## config.mk

```make
export PLATFORM = sky130hd
export DESIGN_NAME = equation_round_scheduler
export DESIGN_NICKNAME = d
export VERILOG_FILES = /design/src/rtl/equation_round_scheduler.sv
export SDC_FILE = /design/constraint.sdc
export NUM_CORES = 1
export LEC_CHECK = 0
export CAP_MARGIN = 10
export CORE_ASPECT_RATIO = 1.25
export CORE_MARGIN = 8
export CORE_UTILIZATION = 45
export CTS_BUF_LIST = sky130_fd_sc_hd__clkbuf_16
export CTS_CLUSTER_SIZE = 20
export DETAILED_ROUTE_END_ITERATION = 12
export PLACE_DENSITY = 0.83
export REMOVE_ABC_BUFFERS = 1
export SYNTH_ARGS = -nofsm -noshare
export SYNTH_HDL_FRONTEND = slang
export SYNTH_SLANG_ARGS = --single-unit
export TNS_END_PERCENT = 100
```

## constraint.sdc

```tcl
create_clock -name Clock -period 1.8 [get_ports Clock]
set_input_delay 0.27 -clock Clock [delete_from_list [all_inputs] [get_ports Clock]]
set_output_delay 0.27 -clock Clock [all_outputs]
set_load 0.01 [all_outputs]
```

## src/rtl/equation_round_scheduler.sv

```systemverilog
// equation_round_scheduler
//
// Runs the puzzle rounds that dismiss a sounding alarm. When the alarm fires,
// the equation units are cleared and started one at a time in round-robin
// order. Each round has a time limit counted down by a 1 Hz tick. The block
// tracks the streak of consecutive correct answers and dismisses the alarm
// once the streak reaches REQ_CORRECT.
//
// Parameters:
//   NUM_EQ       number of attached equation units (1..4)
//   ROUND_SECS   seconds allowed per round (1..127)
//   REQ_CORRECT  consecutive correct rounds needed to dismiss (1..15)
//
// Ports:
//   Clock, Reset   system clock; synchronous active-high reset
//   AlarmTrigger   alarm fired (only sampled while idle)
//   Tick           one-cycle pulse per second
//   eqDone         per-unit "answer evaluated" level
//   eqCorrect      per-unit correct flag, valid while eqDone is high
//   startEq        one-hot start to the active unit
//   eqReset        one-hot one-cycle clear to the unit about to start
//   alarmOn        puzzle session active
//   roundIdx       index of the current unit
//   secondsLeft    seconds remaining in the current round
//   streak         consecutive correct count
//   lastCorrect    result of the most recent round
//   timedOut       most recent round ended by timeout
//   dismissed      one-cycle pulse when the alarm is dismissed
//
// State   | meaning
// --------+-----------------------------------------------------------
// IDLE    | no session; waiting for AlarmTrigger
// CLEAR   | one-cycle clear of the unit selected by roundIdx
// RUN     | unit started; waiting for its answer or for the timeout
// EVAL    | score the round, advance roundIdx, update the streak
// DISMISS | one-cycle dismissal pulse, then back to IDLE

module equation_round_scheduler #(
    parameter int NUM_EQ      = 3,
    parameter int ROUND_SECS  = 30,
    parameter int REQ_CORRECT = 3
) (
    input  logic              Clock,
    input  logic              Reset,
    input  logic              AlarmTrigger,
    input  logic              Tick,
    input  logic [NUM_EQ-1:0] eqDone,
    input  logic [NUM_EQ-1:0] eqCorrect,
    output logic [NUM_EQ-1:0] startEq,
    output logic [NUM_EQ-1:0] eqReset,
    output logic              alarmOn,
    output logic [1:0]        roundIdx,
    output logic [6:0]        secondsLeft,
    output logic [3:0]        streak,
    output logic              lastCorrect,
    output logic              timedOut,
    output logic              dismissed
);

    typedef enum logic [2:0] {
        IDLE    = 3'd0,
        CLEAR   = 3'd1,
        RUN     = 3'd2,
        EVAL    = 3'd3,
        DISMISS = 3'd4
    } state_t;

    state_t state, state_nxt;

    // Unit inputs are widened to four bits so roundIdx can index them for any
    // NUM_EQ without an out-of-range select.
    logic [3:0]        done_pad;
    logic [3:0]        corr_pad;
    logic              done_sel;
    logic              corr_sel;
    logic [NUM_EQ-1:0] sel_oh;
    logic [1:0]        idx_next;
    logic [3:0]        streak_inc;
    logic              timeout_now;

    assign done_pad    = 4'(eqDone);
    assign corr_pad    = 4'(eqCorrect);
    assign done_sel    = done_pad[roundIdx];
    assign corr_sel    = corr_pad[roundIdx];
    assign sel_oh      = NUM_EQ'(1) << roundIdx;
    assign idx_next    = (roundIdx == 2'(NUM_EQ - 1)) ? 2'd0 : roundIdx + 2'd1;
    assign streak_inc  = streak + 4'd1;
    assign timeout_now = Tick && (secondsLeft == 7'd1);

    always_comb begin
        state_nxt = state;
        startEq   = '0;
        eqReset   = '0;
        alarmOn   = 1'b0;
        dismissed = 1'b0;
        case (state)
            IDLE: begin
                if (AlarmTrigger) state_nxt = CLEAR;
            end
            CLEAR: begin
                eqReset   = sel_oh;
                alarmOn   = 1'b1;
                state_nxt = RUN;
            end
            RUN: begin
                startEq = sel_oh;
                alarmOn = 1'b1;
                if (done_sel || timeout_now) state_nxt = EVAL;
            end
            EVAL: begin
                alarmOn = 1'b1;
                if (lastCorrect && (streak_inc == 4'(REQ_CORRECT)))
                    state_nxt = DISMISS;
                else
                    state_nxt = CLEAR;
            end
            DISMISS: begin
                dismissed = 1'b1;
                state_nxt = IDLE;
            end
            default: state_nxt = IDLE;
        endcase
    end

    always_ff @(posedge Clock) begin
        if (Reset) begin
            state       <= IDLE;
            roundIdx    <= 2'd0;
            secondsLeft <= 7'd0;
            streak      <= 4'd0;
            lastCorrect <= 1'b0;
            timedOut    <= 1'b0;
        end else begin
            state <= state_nxt;
            case (state)
                IDLE: begin
                    if (AlarmTrigger) streak <= 4'd0;
                end
                CLEAR: begin
                    secondsLeft <= 7'(ROUND_SECS);
                end
                RUN: begin
                    // An answer in the same cycle as the final tick wins.
                    if (done_sel) begin
                        lastCorrect <= corr_sel;
                        timedOut    <= 1'b0;
                    end else if (timeout_now) begin
                        secondsLeft <= 7'd0;
                        lastCorrect <= 1'b0;
                        timedOut    <= 1'b1;
                    end else if (Tick) begin
                        secondsLeft <= secondsLeft - 7'd1;
                    end
                end
                EVAL: begin
                    roundIdx <= idx_next;
                    streak   <= lastCorrect ? streak_inc : 4'd0;
                end
                default: ;
            endcase
        end
    end

endmodule

```

==> results.py <==
metrics = {
    "place": {
        "dp_hpwl_mm": 2.19,
        "gp_congestion": 0.827,
        "io_buffers": 32,
    },
    "sta": {
        "tns_ns": 0,
        "clock_skew_ns": 0.00269,
        "final_max_slew_viol_count": 0,
        "rsz0062_at_grt": "no",
        "fin_crit_sh_pct": 94.2,
        "finalSetupViolCount": 0,
        "period_minus_slack_ns": 1.70,
        "relSlewSlack_pct": 72.6,
        "worst_pin_slew_ns": 0.407,
        "hold_viol": 0,
        "fmax_ghz": 0.590,
    },
    "finish": {
        "layout-drive-gt1-share_pct": 12.5,
        "area.sequential_um2": 362,
        "multiInputGateArea_um2": 654,
        "fillers": 217,
        "diodes": 0,
        "final_core_util_pct": 65.3,
        "syn2layout_area_growth_pct": 42.0,
        "nets": 184,
    },
    "setup_path": {
        "cp.buffers_inverters": 1,
        "arrival_ns": 1.43,
        "path_class": "flop to primary output",
        "cp.required_ns": 1.53,
        "cp_top_family": "simple AND/OR/NAND/NOR gates",
        "cpPeakStageDelay_ns": 0.44,
        "crit_path_end_kind": "primary output",
        "crit_fanout": 4,
        "worst_setup_path_start_kind": "flop",
        "crit_chain": "or3b_1 > nor3_2 > dlygate4sd2_1",
        "crit_slowest_cell": "or3b_1",
    },
    "grt": {
        "track_usage_pct": 13.7,
        "overflow": 0,
        "grt_pass1_vias": 1071,
        "grt_max_degree": 19,
        "grt_pass1_wl_mm": 4.66,
        "antenna_found_initial": 0,
    },
    "pwr": {
        "pwr_density_cell_mw_per_mm2": 924,
        "cellLeakagePower_nw": 0.610,
        "ir_drop_v": 0.000708,
    },
    "cts": {
        "cts_inserted_buffers": 3,
        "root_buffer": "clkbuf_16",
        "path_clk_slew_ns": 0.05,
        "cts.sink_count": 18,
        "clk_latency_ns": 0.25,
        "cts_tree": "yes",
        "htreeDepth": 1,
        "clock_path_buffers": 2,
        "post_cts_buffers": 0,
    },
    "detailed_routing": {
        "wl_per_cell_um": 13.6,
        "routed_wl_mm": 2.73,
        "drt-initial-drc-count": 22,
        "ant_nets": 0,
        "firstDrtPassIters": 4,
        "drc_errors": 0,
        "num_vias": 1057,
        "via_per_inst": 5.26,
    },
    "floorplanning": {
        "io_pins": 33,
        "fp.dieW_um": 59.9,
        "die_y_um": 70.8,
        "num_rows": 20,
        "core_area_mm2": 0.00235,
        "floorplan.initialDensity_pct": 46.0,
        "die_area_mm2": 0.00424,
    },
    "synthesis": {
        "synth_top_cell_by_area": "dfxtp_1",
        "ys_ff_latch": 18,
        "synthCells": 132,
        "synth_seq_area_share_pct": 33.3,
        "synth_area_per_cell_um2": 8.20,
        "netlist.area_leader.share_pct": 33.3,
        "synth_area_leaders": "dfxtp_1, nor2_1, a21oi_1",
        "ys_warn_count": 0,
        "syn_area_mm2": 0.00108,
        "synthDistinctLibCells": 38,
    },
    "flow_run": {
        "cap_violations": 0,
    },
    "outcome": {
        "status": "complete, no violations",
    },
    "hold_path": {
        "hold_class": "flop to flop",
    },
}
[what timing repair did]
item	CTS	global route
setup endpoints to repair	7	4
resized for setup	8	3
hold buffers	0	0
[logic make-up after synthesis]
| group | share of synthesized area, % |
|---|---|
| compound gates | 18.0 |
| mux | 3.70 |
| simple gates | 31.0 |
| fa+ha+maj | 4.62 |
| xor+xnor | 2.43 |
| buf+inv | 6.94 |
| flops | 33.3 |
[metal layers]
metal	track usage [%]	share of wire [%]
met1	14.9	42
met2	24.6	53
met3	3.09	4.8
met4	4.52	0.59
met5	0	0
[worst reg2reg max path, cell delays in order (launching register included)]
cell and delay (ns):
dfxtp_1 0.38, nor4_1 0.44, and2b_1 0.30, nor3_1 0.07
o21ai_0 0.18, a21oi_1 0.10
[registers in the layout (all words and copies together) (netlist names)]
signal	flops
roundIdx	2
state	3
lastCorrect	1
secondsLeft	7
streak	4
timedOut	1
[synth_stat cells]
master and instances:
o21ai_2 1, a211oi_1 3, nand2b_1 3, dfxtp_1 18, mux2i_1 4, or3_1 3, o22ai_1 1, or4_1 1
nand2_4 1, clkbuf_1 4, nand4b_1 1, nand2_1 5, a32oi_1 1, xor2_1 1, nor2_1 19, nor4_1 2
o21a_1 1, o21ai_1 1, a21o_1 1, inv_1 6, ha_1 4, or3b_1 2, and2_1 1, o22ai_4 1
o21ai_0 7, or3b_2 1, buf_1 1, nand4_1 2, nand3b_1 1, and2b_1 1, xnor2_1 2, nor4b_4 1
nor3b_4 1, a311oi_1 1, buf_6 3, nand3_1 3, a21oi_1 13, nor3_1 10
[layout make-up]
type / count / share of cell area [%]
Sequential cell: 18 / 23.5
Inverter: 6 / 1.47
Timing Repair Buffer: 41 / 24.8
Tap cell: 33 / 2.69
Multi-Input combinational cell: 100 / 42.6
Clock buffer: 3 / 4.89
[worst paths after layout]
path | from | to | slack (ns) | depth (start not counted)
setup / recovery | state[0]$_SDFFE_PP0P_ | startEq[0] | 0.10 | 3
hold / removal | secondsLeft[6]$_SDFFE_PP0P_ | secondsLeft[6]$_SDFFE_PP0P_ | 0.50 | 2
setup reg to reg | secondsLeft[2]$_SDFFE_PP0P_ | secondsLeft[2]$_SDFFE_PP0P_ | 0.22 | 5
hold reg to reg | secondsLeft[6]$_SDFFE_PP0P_ | secondsLeft[6]$_SDFFE_PP0P_ | 0.50 | 2
[per-stage QoR]
stage          hold WS (ns)  setup WS, ns  power [mW]  cells  area (µm²)
2_1_floorplan         0.339         0.231       0.768    124        1030
3_3_place_gp          0.491        0.0789       0.974    198        1460
3_5_place_dp          0.500        0.0500       0.991    198        1460
4_1_cts               0.507        0.0362        1.43    201        1530
5_1_grt               0.536        0.0170        1.52    201        1540
6_report              0.504         0.104        1.42    201        1540
[power breakdown]
group / total, mW / internal (mW) / switching [mW]
sequential: 0.490 / 0.439 / 0.0512
combinational: 0.492 / 0.247 / 0.246
clock: 0.438 / 0.292 / 0.145
[cells in the final DEF (no fill, tap or decap), types with 2 or more instances in the layout]
cell              n
dlygate4sd2_1     7
mux2i_1           4
nand2b_1          3
inv_1             6
nor2_1           19
buf_4             9
nand4_1           2
or3_1             3
clkbuf_16         3
nand3_1           3
o21ai_0           7
nor4_1            2
ha_1              4
nand2_1           5
dfxtp_1          17
nor3_1            9
a211oi_1          3
clkdlybuf4s50_1  24
a21oi_1          13
xnor2_1           2
No activity file was read; power rests on OpenSTA's default activity.
